==> src/rtl/fetch_stage.sv <==
// LEGv8 instruction-fetch stage: PC, synchronous-read imem request and IF/ID register.
// A one-entry hold buffer catches the in-flight response when decode stalls.
module fetch_stage #(
  parameter logic [63:0] PC_RESET = 64'h0,
  parameter int          ADDR_W   = 6
) (
  input  logic              clk,
  input  logic              reset,
  output logic              imem_en,
  output logic [ADDR_W-1:0] imem_addr,
  input  logic [31:0]       imem_rdata,
  input  logic              stall_d,
  input  logic              redirect,
  input  logic [63:0]       redirect_pc,
  output logic [31:0]       instr_d,
  output logic [63:0]       pc_d,
  output logic              valid_d
);

  // Handshake: a request is issued whenever decode can take a new instruction
  // (stall_d low) or a redirect forces a refetch; its data returns one cycle
  // later. stall_d freezes IF/ID; redirect flushes IF/ID and the hold buffer
  // and overrides stall_d.
  logic        w_issue;
  logic [63:0] w_fetch_pc;
  logic        w_unused;

  logic [63:0] r_pc_f;
  logic        r_req_valid;
  logic [63:0] r_req_pc;
  logic        r_hold_valid;
  logic [31:0] r_hold_instr;
  logic [63:0] r_hold_pc;
  logic        r_valid_d;
  logic [31:0] r_instr_d;
  logic [63:0] r_pc_d;

  assign w_issue    = reset & (redirect | ~stall_d);
  assign w_fetch_pc = redirect ? {redirect_pc[63:2], 2'b00} : r_pc_f;
  assign w_unused   = ^redirect_pc[1:0];

  assign imem_en   = w_issue;
  assign imem_addr = w_fetch_pc[ADDR_W+1:2];
  assign instr_d   = r_instr_d;
  assign pc_d      = r_pc_d;
  assign valid_d   = r_valid_d;

  always_ff @(posedge clk or negedge reset) begin
    if (!reset) begin
      r_pc_f       <= PC_RESET;
      r_req_valid  <= 1'b0;
      r_req_pc     <= 64'h0;
      r_hold_valid <= 1'b0;
      r_hold_instr <= 32'h0;
      r_hold_pc    <= 64'h0;
      r_valid_d    <= 1'b0;
      r_instr_d    <= 32'h0;
      r_pc_d       <= 64'h0;
    end else begin
      r_req_valid <= w_issue;
      if (w_issue) begin
        r_req_pc <= w_fetch_pc;
        r_pc_f   <= w_fetch_pc + 64'd4;
      end
      if (redirect) begin
        // Response returning this cycle belongs to the wrong path: drop it.
        r_valid_d    <= 1'b0;
        r_hold_valid <= 1'b0;
      end else if (stall_d) begin
        if (r_req_valid && !r_hold_valid) begin
          r_hold_instr <= imem_rdata;
          r_hold_pc    <= r_req_pc;
          r_hold_valid <= 1'b1;
        end
      end else if (r_hold_valid) begin
        r_valid_d    <= 1'b1;
        r_instr_d    <= r_hold_instr;
        r_pc_d       <= r_hold_pc;
        r_hold_valid <= 1'b0;
      end else begin
        r_valid_d <= r_req_valid;
        r_instr_d <= r_req_valid ? imem_rdata : 32'h0;
        r_pc_d    <= r_req_pc;
      end
    end
  end

endmodule

==> config.mk <==
export PLATFORM = sky130hd
export DESIGN_NAME = fetch_stage
export DESIGN_NICKNAME = d
export VERILOG_FILES = /design/src/rtl/fetch_stage.sv
export SDC_FILE = /design/constraint.sdc
export NUM_CORES = 1
export LEC_CHECK = 0
export ABC_AREA = 1
export BUFFER_PORTS_ARGS = -buffer_cell sky130_fd_sc_hd__buf_2
export CORE_MARGIN = 10
export CORE_UTILIZATION = 63
export DETAILED_ROUTE_END_ITERATION = 10
export GPL_TIMING_DRIVEN = 0
export PLACE_DENSITY = 0.9
export SYNTH_ARGS = -nofsm -noshare
export SYNTH_HDL_FRONTEND = slang
export SYNTH_SLANG_ARGS = --single-unit
export TNS_END_PERCENT = 5
==> constraint.sdc <==
create_clock -name clk -period 4.7 [get_ports clk]
set_input_delay 0.705 -clock clk [delete_from_list [all_inputs] [get_ports clk]]
set_output_delay 0.705 -clock clk [all_outputs]
set_load 0.05 [all_outputs]
==> reports/results.tsv <==
metric	value	unit
status	finished clean	
cp.arrival	3.27	ns
timing.final.crit_period	3.977	ns
synthCells	2213	
final_common_cell	nand2_1	
power.leakage	9.158	nW
post_cts_resized	0	
dp_cells	2744	
postRouteAntennaNets	0	
rows	58	
boundaryPins	204	
hold_buffers	0	
worstSetupEndpointType	output pin	
hold_class	in -> async	
root_buffer	clkbuf_16	
yosys.area_share.adder	0.0007712	
muxShareOfSynthArea	0	
die_y	180.5	um
rrSetupSlack	1.98	ns
vias	17750	
synthTopCellsByArea	dfrtp_1 49%, nand2_1 16%, nor2_1 7.5%, o21ai_0 5.5%, inv_1 4.7%	
finalNonFillerCells	2801	
syn_area_per_cell	7.331	um^2
max_cap_viol_count	0	
grt_overflow	0	
critical_path.startpoint	reset	
ys_warn_count	0	
core_area	0.02525	mm^2
drt_wl_total	67.37	mm
rsz0062_at_grt	no	
via_per_inst	6.338	
cts_tree	done	
grt_max_degree	124	
dpl_cell_area	0.01770	mm^2
power_density	439.4	mW/mm^2
synthToLayoutAreaGrowth	15.15	%
cp-start-kind	input pin	
clock.fmax	251.5	MHz
synth_top_area_frac	0.4858	
r2r_start	r_hold_valid	
finClkSkew	0.01247	ns
multi_input_area	0.006902	mm^2
drt-initial-drc-count	3459	
synth_top_family_by_area	simple AND/OR/NAND/NOR gates	
critPathSlowestCell	buf_8	
cts_made_buffers	31	
synth_xor_area_frac	0.0005398	
routabilityCongestion	1.041	
critPathRequiredTime	3.99	ns
critPathMaxStageDelay	0.66	ns
hold_viol	0	
setup_viol	0	
fin_area	0.01868	mm^2
numPortBuffers	198	
cts_max_path_buffers	3	
synthSimpleGateAreaFrac	0.2903	
antenna_found_initial	1	
holdWs	0.2497	ns
grt_first_pass_wirelength	103.2	mm
dr.pass1.iters	7	
yosysSeqAreaShare	0.4858	
grt_use_total	0.3988	
worstSetupEndpoint	imem_en	
layout-drive-gt1-share	0.1457	
grt_pass1_vias	17420	
syn_area	0.01622	mm^2
r2r-end	r_hold_instr[1]	
yosysTopAreaCell	dfrtp_1	
ys_ff_latch	315	
place_hpwl	46.59	mm
vdd_ir_drop_max	483.7	uV
reg2reg_depth	8	
h-tree-depth	1	
worst_slew_pin_slew	0.9834	ns
nFillCells	1730	
maxSlewViolCount	0	
regArea	0.007883	mm^2
cp_cell_sequence	buf_8 > buf_16 > nand2_1 > inv_2 > buf_2 > buf_2	
slew_headroom	0.3444	
cts_setup_buffers	0	
layout.nets	2548	
final_cell_mix	682 x nand2_1, 324 x nor2_1, 315 x dfrtp_1	
critical_path.most_common_cell	buf_2	
crit_type	in -> out	
worstPathMaxFanout	123	
yosysUniqueCellTypes	36	
fin_crit_sh	0.8461	
cts.sinks	315	
routedWlPerCell	24.05	um
fp.dieW	180.5	um
tns	0	ns
drc_errors	0	
clk_latency	0.57	ns
synth_compound_area_frac	0.1333	
start_util	0.6424	
dieArea	0.03257	mm^2
clk_transition_reported_paths	0.07	ns
-- kinds of logic (layout without fill, tap and decap cells) --
group,Yosys count,count (layout)
flops,315,315
other cells,1,3
buf+inv,329,585
xor+xnor,1,1
simple gates,1172,1172
compound gates,394,394
fa+ha+maj,1,1
-- per-stage QoR --
| stage | util | setup slack (ns) | total power, mW |
|---|---|---|---|
| after detailed placement | 0.7008 | 0.7568 | 5.560 |
| after global placement | 0.6982 | -4.252 | 5.419 |
| after global routing | 0.7397 | 0.5418 | 8.434 |
| after floorplan | - | 2.385 | 4.826 |
| after CTS | 0.7397 | 0.7383 | 8.068 |
| final | 0.7398 | 0.7233 | 8.209 |
-- power breakdown --
| part | internal (mW) | switching (mW) |
|---|---|---|
| registers | 3.20 | 0.333 |
| clock network | 1.35 | 1.14 |
| logic | 0.525 | 1.66 |
| total | 5.08 | 3.13 |
-- cell type report --
cell class	count	share of cell area
antenna	1	0.0001339
buffer	116	0.03422
clock buffer	44	0.04681
clock inverter	12	0.005826
inverter	213	0.04306
multi-input combinational	1570	0.3694
sequential	315	0.4219
tap	330	0.02210
timing repair buffer	200	0.05652
-- worst max-delay path, delay by kind of cell --
family | cells | cell delay [ns]
buf+inv | 5 | 2.15
simple gates | 1 | 0.31
-- worst min path at each step --
stage                     start          endpoint  cells past startpoint
2_1_floorplan             reset        instr_d[0]                      0
3_3_place_gp   r_hold_instr[26]  r_hold_instr[26]                      2
3_5_place_dp         r_pc_f[47]        r_pc_f[47]                      2
4_1_cts                   reset           pc_d[6]                      1
5_1_grt                   reset           pc_d[4]                      1
6_report                  reset       instr_d[27]                      1
-- state kept, by name, indices dropped and copies added (netlist names) --
register and count:
instr_d 32, r_hold_valid 1, r_req_pc 62, r_pc_f 62, r_hold_instr 32, r_req_valid 1
valid_d 1, r_hold_pc 62, pc_d 62
-- synth_stat cells (all sizes together) --
library cell,n
nand3,104
clkbuf,68
xor2,1
conb,1
o21a,2
a22oi,13
a21oi,103
o21bai,4
ha,1
or2,1
o211ai,16
dfrtp,315
o31ai,3
nor2,361
o21ai,220
nand2,691
nand4,7
buf,48
a31oi,25
o22ai,1
inv,211
nor3,8
o221ai,7
clkinv,2
-- metal layers --
metal | GRT usage | share of wire | vias up
met5 | 0 | 0 | -
met4 | 0.1877 | 0.059 | 0
met3 | 0.1066 | 0.13 | 372
met2 | 0.6259 | 0.44 | 1770
met1 | 0.5055 | 0.36 | 8125
li1 | - | - | 7487
Note: power is estimated with default switching activity, not from simulation.
